**src/rtl/tx_byte_buffer.sv**
```systemverilog
// tx_byte_buffer: small byte FIFO between the transmit data mux and the UART
// transmitter. Bytes written with Tx_Data_valid are queued. A three-state read
// FSM releases them one at a time using a valid-pulse / busy handshake.
// Optional feature macro: TXBUF_ALMOST_FULL_EN adds a registered Almost_full
// output (count >= DEPTH - AF_MARGIN).
//
// Handshake: UART_Data_valid is a single-cycle start pulse, registered
// together with UART_Data. After the pulse the FSM waits for UART_busy to
// rise (WAIT_BUSY) and then fall (WAIT_DONE) before it may issue the next
// pulse. UART_busy is ignored while IDLE. UART_Data holds its value until the
// next pop.
module tx_byte_buffer #(
  parameter int width     = 8,
  parameter int DEPTH     = 8,
  parameter int AF_MARGIN = 2
) (
  input  logic             CLK,
  input  logic             RST,
  input  logic [width-1:0] Tx_Data,
  input  logic             Tx_Data_valid,
  input  logic             UART_busy,
  output logic [width-1:0] UART_Data,
  output logic             UART_Data_valid,
  output logic             Fifo_full,
  output logic             Fifo_empty,
`ifdef TXBUF_ALMOST_FULL_EN
  output logic             Almost_full,
`endif
  output logic             Overflow
);

  localparam int AW = (DEPTH > 1) ? $clog2(DEPTH) : 1;
  localparam int CW = AW + 1;
  localparam logic [CW-1:0] FULL_CNT = CW'(DEPTH);

  typedef enum logic [1:0] {
    IDLE      = 2'd0,
    WAIT_BUSY = 2'd1,
    WAIT_DONE = 2'd2
  } state_e;

  state_e           state_q, state_d;
  logic [AW-1:0]    wr_ptr_q, wr_ptr_d;
  logic [AW-1:0]    rd_ptr_q, rd_ptr_d;
  logic [CW-1:0]    count_q, count_d;
  logic [width-1:0] uart_data_q, uart_data_d;
  logic             uart_valid_q, uart_valid_d;
  logic             overflow_q, overflow_d;
  logic [width-1:0] mem_q [DEPTH];
  logic             full, empty, wr_en, pop;

  // Fullness is judged on the registered (pre-edge) count only, so a pop in
  // the same cycle never rescues a write into a full FIFO.
  assign full  = (count_q == FULL_CNT);
  assign empty = (count_q == '0);

  // Read FSM: pop in IDLE, then track one UART frame via busy rise and fall.
  always_comb begin
    state_d      = state_q;
    uart_valid_d = 1'b0;
    uart_data_d  = uart_data_q;
    pop          = 1'b0;
    case (state_q)
      IDLE: begin
        if (!empty) begin
          pop          = 1'b1;
          uart_data_d  = mem_q[rd_ptr_q];
          uart_valid_d = 1'b1;
          state_d      = WAIT_BUSY;
        end
      end
      WAIT_BUSY: begin
        if (UART_busy) state_d = WAIT_DONE;
      end
      WAIT_DONE: begin
        if (!UART_busy) state_d = IDLE;
      end
      default: state_d = IDLE;
    endcase
  end

  // FIFO bookkeeping: pointers, occupancy and the sticky overflow flag.
  always_comb begin
    wr_en      = Tx_Data_valid && !full;
    wr_ptr_d   = wr_ptr_q;
    rd_ptr_d   = rd_ptr_q;
    count_d    = count_q;
    overflow_d = overflow_q;
    if (wr_en) wr_ptr_d = wr_ptr_q + AW'(1);
    if (pop)   rd_ptr_d = rd_ptr_q + AW'(1);
    if (Tx_Data_valid && full) overflow_d = 1'b1;
    case ({wr_en, pop})
      2'b10:   count_d = count_q + CW'(1);
      2'b01:   count_d = count_q - CW'(1);
      default: count_d = count_q;
    endcase
  end

  // Control and output registers, cleared asynchronously on reset.
  always_ff @(posedge CLK or negedge RST) begin
    if (!RST) begin
      state_q      <= IDLE;
      wr_ptr_q     <= '0;
      rd_ptr_q     <= '0;
      count_q      <= '0;
      uart_data_q  <= '0;
      uart_valid_q <= 1'b0;
      overflow_q   <= 1'b0;
    end else begin
      state_q      <= state_d;
      wr_ptr_q     <= wr_ptr_d;
      rd_ptr_q     <= rd_ptr_d;
      count_q      <= count_d;
      uart_data_q  <= uart_data_d;
      uart_valid_q <= uart_valid_d;
      overflow_q   <= overflow_d;
    end
  end

  // Storage array; contents are don't-care until written, so no reset.
  always_ff @(posedge CLK) begin
    if (wr_en) mem_q[wr_ptr_q] <= Tx_Data;
  end

  assign UART_Data       = uart_data_q;
  assign UART_Data_valid = uart_valid_q;
  assign Fifo_full       = full;
  assign Fifo_empty      = empty;
  assign Overflow        = overflow_q;

`ifdef TXBUF_ALMOST_FULL_EN
  localparam logic [CW-1:0] AF_LEVEL = CW'(DEPTH - AF_MARGIN);
  logic almost_full_q, almost_full_d;

  // Almost-full follows the next count so it updates on the same edge.
  always_comb almost_full_d = (count_d >= AF_LEVEL);

  // Almost-full register.
  always_ff @(posedge CLK or negedge RST) begin
    if (!RST) almost_full_q <= 1'b0;
    else      almost_full_q <= almost_full_d;
  end

  assign Almost_full = almost_full_q;
`else
  logic [31:0] unused_af_margin;
  assign unused_af_margin = AF_MARGIN;
`endif

endmodule

```
**config.mk**
```make
export PLATFORM = sky130hd
export DESIGN_NAME = tx_byte_buffer
export DESIGN_NICKNAME = d
export VERILOG_FILES = /design/src/rtl/tx_byte_buffer.sv
export SDC_FILE = /design/constraint.sdc
export NUM_CORES = 1
export LEC_CHECK = 0
export ABC_AREA = 1
export CAP_MARGIN = 20
export CORE_ASPECT_RATIO = 1.4
export CORE_MARGIN = 2
export CORE_UTILIZATION = 44
export CTS_CLUSTER_DIAMETER = 40
export DETAILED_ROUTE_END_ITERATION = 10
export GPL_TIMING_DRIVEN = 0
export MAX_ROUTING_LAYER = met4
export PLACE_DENSITY = 0.66
export SLEW_MARGIN = 20
export SYNTH_ARGS = -nofsm -noshare
export SYNTH_HDL_FRONTEND = slang
export SYNTH_SLANG_ARGS = --single-unit
```
**constraint.sdc**
```tcl
create_clock -name CLK -period 5.2 [get_ports CLK]
set_clock_uncertainty 0.1 [all_clocks]
set_input_delay 0.78 -clock CLK [delete_from_list [all_inputs] [get_ports CLK]]
set_output_delay 0.78 -clock CLK [all_outputs]
set_load 0.01 [all_outputs]
```
==> results.md, run 1 <==
- ANT nets after route: 0
- Layout area overhead: 17.2%
- Post-synthesis adder-cell area fraction: roughly 1.7%
- Vias in the first global route: between 2000 and 2500
- DR vias: 2281
- Total setup buffers inserted after CTS: 0
- Most common cell after layout, fill and taps aside: nor2_1
- Total Wirelength: roughly 7000 µm
- Worst Setup End Kind: output port
- Cell taking the most area after synthesis: edfxtp_1
- Clock buffer count from CTS: 9
- Worst path top cell family by delay: buffers and inverters
- Slowest-stage cell, CP: clkdlybuf4s50_1
- Main combinational cell family by area after synthesis: simple AND/OR/NAND/NOR gates
- Cell leakage power: between 1.5 and 2 nW
- Row count: 39
- DRT iter0 DRCs: 204
- Mux contribution to synthesized area: 0%
- Post-CTS resize count: 0
- Core area: approximately 8100 µm²
- Chip width: roughly 80 µm
- CTS root buffer: clkbuf_16
- Final setup fails: 0
- DRC: 0
- Gpl congestion: approximately 0.82
- # port buffers: 23
- # clock sinks: between 80 and 90
- Clock-pin slew on the worst setup and hold paths: approximately 0.06 ns
- Max_cap viols: 0
- Initial core utilization: 44.7%
- Commonest cells after routing, fill and taps aside: nor2_1, edfxtp_1, nand2_1
- Seq/Total Area, Yosys: approximately two thirds
- Syn_area_per_cell: approximately 12 µm²
- Initial antenna violation count: 0
- Final Hold Vio Count: 0
- DIE AREA: ~9000 µm²
- CP Buf/Inv Count: 2
- CP startpoint kind: register
- Largest net degree at the start of global routing: 23
- # IOs: 24
- Die H: ~110 µm
- Status: finished, final reports clean
- Clk buf depth: 2
- Hold Path Class: primary input to async pin
- Synth Area in XOR/XNOR: under 10%
- Worst path required time: 4.32 ns
- PD cells: between 600 and 700 nW/µm²
- Synth area leaders: edfxtp_1, dfrtp_1, nor2_1
- GRT overflow: 0
- Maximum VDD drop: around 0.25 mV
- TritonCTS clock tree: built
- Simple-Gate Fraction of Synth Area: about 18%
- Inserted Diodes: 0
- Peak Freq: 392 MHz
- DP HPWL: just under 5000 µm
- Arrival @ worst endpoint: roughly 1.7 ns
- Synth warn: 0
- Net Count, Synth: about 330
- Synth Area in Compound Gates: 5.94%
- H-tree depth: 3
- Period utilization: 49.1%
- Nets: between 300 and 400
- CP Class: register to output port
- Post-Synthesis Cell Area: 3620 µm²
- Largest stage delay on the critical path: 0.53 ns
- Layout cells sized above 1: about an eighth
- Filler instances: 713
- Unrepaired setup endpoints after global routing: no
- Global-route wire length before repair: between 10000 and 15000 µm
- Slew HR: a little under half
- TritonRoute pass-1 iters: 4
- Setup_tns: 0 ns
- Crit path time final: around 2.6 ns
- Clk_lat worst skew: approximately 0.34 ns
- Mapped Cells: ~320
- Max-slew violations: 0
- Worst-path fanout max: 4
- Least-Margin Pin Slew: a little over 0.8 ns
- Post-synthesis cell type count: 27
- Drt wl/cell: 15.2 µm
- Total GRT Usage: 17.8%
- WHS: 0.310 ns
- # hold bufs at CTS: 0
- Post-synthesis register bit count: 86
- Via/cell ratio: around 5
- Share of the synthesized area in the top cell type: between 50% and 60%
- Worst path cell trace: nor2_2 > nand3_2 > inv_1 > clkdlybuf4s50_1
## final cells by class
type                       count  area [µm²]  share of cell area (%)
buffer                        13         133                    3.12
tap                          102         128                    3.01
sequential                    86        2470                    58.2
clock inverter                 4        22.5                   0.530
clock buffer                  12         246                    5.80
multi-input combinational    200         957                    22.5
timing repair buffer          23         225                    5.30
inverter                      16        62.6                    1.47
## synthesized netlist by cell type
cell type and instances:
o21ai_1 31, o31ai_1 1, o21ai_0 4, nand2_2 1
buf_6 11, nand3_1 27, a31oi_1 1, nand2_4 1
or2_1 1, edfxtp_1 64, o21ai_2 1, ha_1 5
buf_1 1, dfrtp_1 22, nand3_2 2, a21oi_1 2
a21o_1 1, buf_2 1, inv_1 10, or2_4 1
nor2_1 72, xnor2_1 2, nor2_2 5, nand2_1 39
inv_4 1, xor2_1 3, inv_2 5
## per-stage QoR
step	setup slack (ns)	utilization, %	power (W)	cell area [µm²]	instances
2_1_floorplan	3.20	-	0.00170	3620	315
6_report	2.65	52.4	0.00256	4250	456
4_1_cts	2.61	52.5	0.00259	4250	456
5_1_grt	2.54	52.4	0.00276	4250	456
3_3_place_gp	2.50	49.2	0.00198	3980	440
3_5_place_dp	2.47	49.2	0.00201	3980	440
## cells by family after synthesis
| logic type | Yosys count |
|---|---|
| DFF | 86 |
| xor gates and xnor gates | 5 |
| buffers and inverters | 29 |
| adders and majority gates | 5 |
| AOI/OAI and AO/OA | 41 |
| and+or+nand+nor | 149 |
## path summary, 6_finish.rpt
kind / from / end / slack (ns) / cells after the start
max in group asynchronous: RST / wr_ptr_q[2]$_DFFE_PN0P_ / 4.35 / 1
worst max-delay path: count_q[0]$_DFFE_PN0P_ / Fifo_full / 2.65 / 4
worst min register to register: Overflow$_DFFE_PN0P_ / Overflow$_DFFE_PN0P_ / 0.36 / 1
worst min-delay path: RST / rd_ptr_q[2]$_DFFE_PN0P_ / 0.31 / 1
worst max register to register: count_q[0]$_DFFE_PN0P_ / count_q[2]$_DFFE_PN0P_ / 3.00 / 13
min in group CLK: Overflow$_DFFE_PN0P_ / Overflow$_DFFE_PN0P_ / 0.36 / 1
## state kept, by name, summed over array words and instances, names as in the netlist
name,cells
wr_ptr_q,3
mem_q,64
rd_ptr_q,3
Overflow,1
UART_Data_valid,1
state_q,2
UART_Data,8
count_q,4
## report_power, final
group / internal [W] / switching (W) / total (W) / leakage, nW
clock network: 0.000334 / 0.000244 / 0.000578 / 0.132
registers: 0.000906 / 0.0000764 / 0.000982 / 0.845
logic: 0.000412 / 0.000587 / 0.000999 / 0.668
## routing by layer
metal  up-vias  global-route usage, %  part of all wire, %
met4         0                   8.14                  1.7
met3         9                   4.38                  4.1
li1       1135                      -                    -
met5         -                      -                    0
met2        49                   28.4                   52
met1      1088                   21.1                   42
(Power assumes the default switching activity.)
==> inputs of run 2 (changes only) <==
clock period = 2.67 ns   (was 5.2 ns; I/O delays follow)
==> run 2 against run 1 <==
- critical path type is now register to register
- via count rose by 0.83%
- setup slack worse by 2.2 ns
- flip-flop and latch count is the same
- largest cell class unchanged
- clock power increased by 96%
- sequential share of layout area shrank 0.14 points
==> results.md, run 2 (synthesis results as in run 1) <==
- Clock buffer count from CTS: 9 (unchanged)
- Gpl congestion: 0.815 (unchanged)
- Worst path required time: 2.82 ns (-1.50 ns)
- DIE AREA: 8990 µm² (unchanged)
- Total Wirelength: 6930 µm (+0.32%)
- Status: finished, final reports clean
- Most common cell after layout, fill and taps aside: nor2_1
- GRT overflow: 0 (unchanged)
- DR WL met2: 3640 µm (+0.69%)
- Initial core utilization: 44.7% (unchanged)
- Hold Path Class: register to register
- Slowest-stage cell, CP: dfrtp_1
- DRT iter0 DRCs: 225 (+10%)
- Commonest cells after routing, fill and taps aside: nor2_1, edfxtp_1, nand2_1
- Clock-pin slew on the worst setup and hold paths: 0.06 ns (about the same)
- Die H: 111 µm (unchanged)
- H-tree depth: 3 (unchanged)
- Vias in the first global route: 2223 (unchanged)
- CP startpoint kind: register
- Cell leakage power: 1.65 nW (+0.25%)
- Inserted Diodes: 0 (unchanged)
- Worst setup margin: 0.469 ns (-2.18 ns)
- Top reg by flops: mem_q
- Drt wl/cell: 15.2 µm (about the same)
- CP Buf/Inv Count: 3 (+1)
- Initial antenna violation count: 0 (unchanged)
- Layout area overhead: 17.4%
- Core area: 8100 µm² (unchanged)
- Reg area: 2470 µm² (unchanged)
- Post-CTS resize count: 0 (unchanged)
- DR vias: 2300 (+0.83%)
- Clk buf depth: 2 (unchanged)
- Area of the multi-input gates: 957 µm² (unchanged)
- # IOs: 24 (unchanged)
- Via/cell ratio: 5.03 (+0.61%)
- Cell mode on critical path: ha_1
- PD cells: 1170 nW/µm² (+95%)
- Period utilization: between 80% and 90%
- Peak Freq: between 400 and 500 MHz
- Row count: 39 (unchanged)
- Arrival @ worst endpoint: 2.35 ns (+0.68 ns)
- # clock sinks: 86 (unchanged)
- Met1 WL: 2880 µm (-0.48%)
- TritonCTS clock tree: built
- Non-Filler Instances: 457 (+0.22%)
- Worst Setup End Kind: register
- Final setup fails: 0 (unchanged)
- Largest net degree at the start of global routing: 23 (unchanged)
- # port buffers: 23 (unchanged)
- Global-route wire length before repair: 11200 µm (unchanged)
- Unrepaired setup endpoints after global routing: no
- DP HPWL: 4930 µm (unchanged)
- CP Class: register to register
- CTS root buffer: clkbuf_16
- Max-slew violations: 0 (unchanged)
- Chip width: 80.7 µm (unchanged)
- Placed cell count: 440 (unchanged)
- Worst path top cell family by delay: simple AND/OR/NAND/NOR gates
- Crit path time final: 2.20 ns
- Nets: 367 (+0.27%)
- Worst-path fanout max: 12 (+8)
- Final Hold Vio Count: 0 (unchanged)
- Max_cap viols: 0 (unchanged)
- Filler instances: 712 (-0.14%)
- Slew HR: 44.6% (-0.55 points)
- Worst path cell trace: nor2_2 > nand3_2 > nand2_2 > inv_2 > buf_6 > ha_1 > nand2_1 > inv_1 > nor2_1 > ha_1 > a21oi_1 > or2_1 > a31oi_1
- Met3 WL: 307 µm (+8.9%)
- Least-Margin Pin Slew: 0.828 ns (+0.00816 ns)
- Top sig layer: met4
- ANT nets after route: 0 (unchanged)
- Maximum VDD drop: 0.484 mV (+95%)
- Pre-CTS WS: 0.320 ns (-2.15 ns)
- TritonRoute pass-1 iters: 5 (+1)
- Layout cells sized above 1: 12.4% (-0.035 points)
- Largest stage delay on the critical path: 0.43 ns (-0.10 ns)
- Setup_tns: 0 ns (unchanged)
- DRC: 0 (unchanged)
- Total GRT Usage: 17.8% (unchanged)
- Clk_lat worst skew: 0.34 ns (about the same)
- Largest register FFs: 64 (unchanged)
run 2: changes by cell type in the layout (fill, tap and decap cells not counted):
cell	previous run	this run
dlygate4sd3_1	0	1
run 2: metal layers:
metal / track usage (%) / vias up
met5: - / -
met3: 4.38 / 7
met4: 8.14 / 0
li1: - / 1138
met1: 21.1 / 1100
met2: 28.4 / 55
run 2: layout make-up:
type,count,share of cell area (%)
sequential,86,58.1
clock buffer,12,5.79
multi-input combinational,200,22.5
timing repair buffer,24,5.53
buffer,13,3.12
inverter,16,1.47
clock inverter,4,0.529
tap,102,3.00
run 2: through the flow:
| step | hold slack (ns) | util [%] | total power (W) | cell area, µm² |
|---|---|---|---|---|
| after floorplan | 0.00491 | - | 0.00331 | 3620 |
| after global placement | 0.341 | 49.2 | 0.00385 | 3980 |
| after detailed placement | 0.356 | 49.2 | 0.00391 | 3980 |
| after CTS | 0.369 | 52.5 | 0.00505 | 4250 |
| after global routing | 0.396 | 52.5 | 0.00537 | 4260 |
| final | 0.365 | 52.5 | 0.00499 | 4260 |
run 2: timing repair:
action / CTS / global route
hold buffers: 0 / 1
setup endpoints to repair: 0 / 0
setup buffers: 0 / 0
endpoints found under the hold margin: 0 / 22
run 2: path summary, 6_finish.rpt:
path	from	to	slack (ns)	cells after the start
setup / recovery	count_q[0]$_DFFE_PN0P_	count_q[2]$_DFFE_PN0P_	0.47	13
hold / removal	Overflow$_DFFE_PN0P_	Overflow$_DFFE_PN0P_	0.36	1
setup reg to reg	count_q[0]$_DFFE_PN0P_	count_q[2]$_DFFE_PN0P_	0.47	13
hold reg to reg	Overflow$_DFFE_PN0P_	Overflow$_DFFE_PN0P_	0.36	1
max in group asynchronous	RST	rd_ptr_q[1]$_DFFE_PN0P_	1.66	2
min in group asynchronous	RST	rd_ptr_q[2]$_DFFE_PN0P_	0.47	2
run 2: power by group:
group / total [W] / switching (W) / internal (W)
Combinational: 0.00195 / 0.00115 / 0.000803
Clock: 0.00113 / 0.000478 / 0.000651
Sequential: 0.00191 / 0.000149 / 0.00176
Total: 0.00499 / 0.00177 / 0.00322
==> inputs of run 3 (changes only) <==
clock period = 2.3 ns   (was 2.67 ns; I/O delays follow)
==> run 3 against run 2 <==
- global-route usage unchanged
- wire length rose by 1.3%
- non-clock buffer count grew 3
- clock-buffer cell count is the same
- critical endpoint is now Fifo_full
- first-iteration DRC count fell by 4.4%
- clock power increased by 16%
- highest routed layer unchanged
- core utilization increased by 0.31 points
==> results.md, run 3 (synthesis results as in run 1) <==
- H-tree depth: 3 (unchanged)
- TritonRoute pass-1 iters: 4 (-1)
- Hold Path Class: register to register
- Crit path time final: 2.17 ns
- Core area: 8100 µm² (unchanged)
- Largest register FFs: 64 (unchanged)
- Hold Path End: Overflow$_DFFE_PN0P_
- Cells on worst reg2reg path: 13 (unchanged)
- WHS: 0.364 ns (-0.00112 ns)
- Final setup fails: 0 (unchanged)
- Largest net degree at the start of global routing: 23 (unchanged)
- Hold Crit Depth: 1 (unchanged)
- Total Wirelength: 7020 µm (+1.3%)
- Status: finished, final reports clean
- Peak Freq: about 460 MHz
- GRT overflow: 0 (unchanged)
- TritonCTS clock tree: built
- Commonest cells after routing, fill and taps aside: nor2_1, edfxtp_1, nand2_1
- Global-route wire length before repair: 11200 µm (unchanged)
- Initial core utilization: 44.7% (unchanged)
- Top reg by flops: mem_q
- Non-Filler Cell Area, Final: 4280 µm² (+0.59%)
- Worst path required time: 1.86 ns (-0.96 ns)
- Period utilization: 94.4%
- Chip width: 80.7 µm (unchanged)
- Slew HR: 45.9% (+1.3 points)
- # port buffers: 23 (unchanged)
- Inserted Diodes: 0 (unchanged)
- Maximum VDD drop: 0.562 mV (+16%)
- RR Endpoint: count_q[2]$_DFFE_PN0P_
- Via/cell ratio: 5.05 (+0.43%)
- Worst Setup End Kind: output port
- Clock buffer count from CTS: 9 (unchanged)
- FF-to-FF Start: count_q[1]$_DFFE_PN0P_
- Clk buf depth: 2 (unchanged)
- CP Buf/Inv Count: 3 (unchanged)
- Cell leakage power: 1.67 nW (+0.92%)
- DRT iter0 DRCs: 215 (-4.4%)
- Largest stage delay on the critical path: 0.53 ns (+0.10 ns)
- DRC: 0 (unchanged)
- Filler instances: 714 (+0.28%)
- # IOs: 24 (unchanged)
- Placed cell area: 3980 µm² (unchanged)
- # clock sinks: 86 (unchanged)
- DIE AREA: 8990 µm² (unchanged)
- Max_cap viols: 0 (unchanged)
- Max-slew violations: 0 (unchanged)
- Nets: 370 (+0.82%)
- ANT nets after route: 0 (unchanged)
- CTS root buffer: clkbuf_16
- Worst path cell trace: nor2_2 > buf_4 > nand3_2 > inv_1 > clkdlybuf4s50_1
- Placed cell count: 440 (unchanged)
- Worst path top cell family by delay: buffers and inverters
- Most common cell after layout, fill and taps aside: nor2_1
- Worst-path fanout max: 3 (-9)
- Layout area overhead: 18.1%
- Vias in the first global route: 2223 (unchanged)
- PD cells: 1370 nW/µm² (+17%)
- Slowest-stage cell, CP: clkdlybuf4s50_1
- Die H: 111 µm (unchanged)
- Gpl congestion: 0.815 (unchanged)
- R2R Setup Slk: 0.14 ns (-0.33 ns)
- Clk_lat worst skew: 0.34 ns (about the same)
- Total GRT Usage: 17.8% (unchanged)
- Non-Filler Instances: 460 (+0.66%)
- Drt wl/cell: 15.3 µm (+0.67%)
- Arrival @ worst endpoint: 1.73 ns (-0.62 ns)
- Clock-pin slew on the worst setup and hold paths: 0.06 ns (about the same)
- Initial antenna violation count: 0 (unchanged)
- Hold wc startpoint: Overflow$_DFFE_PN0P_
- Layout cells sized above 1: 13.4% (+1.0 points)
- Row count: 39 (unchanged)
- Final Core Density: 52.9% (+0.31 points)
- CP startpoint kind: register
- CP Class: register to output port
- DP HPWL: 4930 µm (unchanged)
- Least-Margin Pin Slew: 0.809 ns (-0.0195 ns)
- DR vias: 2325 (+1.1%)
- Final Hold Vio Count: 0 (unchanged)
==> run 3: worst max path at each step <==
stage / start / end / slack (ns) / cells after the start
detailed placement: Tx_Data_valid / mem_q[3][0]$_DFFE_PP_ / 0.005 / 5
global placement: Tx_Data_valid / mem_q[1][6]$_DFFE_PP_ / 0.03 / 5
floorplan: count_q[0]$_DFFE_PN0P_ / count_q[2]$_DFFE_PN0P_ / 0.30 / 13
global route: count_q[1]$_DFFE_PN0P_ / count_q[2]$_DFFE_PN0P_ / -0.008 / 13
finish: count_q[1]$_DFFE_PN0P_ / Fifo_full / 0.13 / 5
CTS: count_q[0]$_DFFE_PN0P_ / count_q[2]$_DFFE_PN0P_ / 0.09 / 13
==> run 3: report_power, final <==
part | internal [W] | leakage [nW] | switching, W | total [W]
sequential | 0.00205 | 0.845 | 0.000163 | 0.00221
clock | 0.000755 | 0.132 | 0.000554 | 0.00131
combinational | 0.000967 | 0.688 | 0.00136 | 0.00233
total | 0.00377 | 1.67 | 0.00208 | 0.00585
==> run 3: layer usage <==
layer | share of wire (%) | track usage (%) | up-vias
li1 | - | - | 1145
met1 | 41 | 21.1 | 1119
met2 | 53 | 28.4 | 54
met3 | 4.3 | 4.38 | 7
met4 | 1.5 | 8.14 | 0
met5 | 0 | - | -
==> run 3: final cells by class <==
cell class	instances	area, µm²	share of cell area (%)
timing repair buffer	27	258	6.02
clock inverter	4	22.5	0.526
buffer	13	133	3.10
sequential	86	2470	57.7
clock buffer	12	246	5.76
multi-input combinational	200	960	22.4
inverter	16	62.6	1.46
tap	102	128	2.98
==> run 3: metrics by stage <==
stage | total power [W] | TNS, ns | worst slack [ns]
after floorplan | 0.00384 | 0 | 0.300
after global placement | 0.00447 | 0 | 0.0315
after detailed placement | 0.00454 | 0 | 0.00501
after CTS | 0.00586 | 0 | 0.0871
after global routing | 0.00629 | -0.00817 | -0.00817
final | 0.00585 | 0 | 0.128
==> run 3: timing repair <==
item,in CTS,in global routing
gates resized for setup,0,1
endpoints found under the setup margin,0,1
buffers inserted,0,3
hold buffers,0,1
hold endpoints to repair,0,22
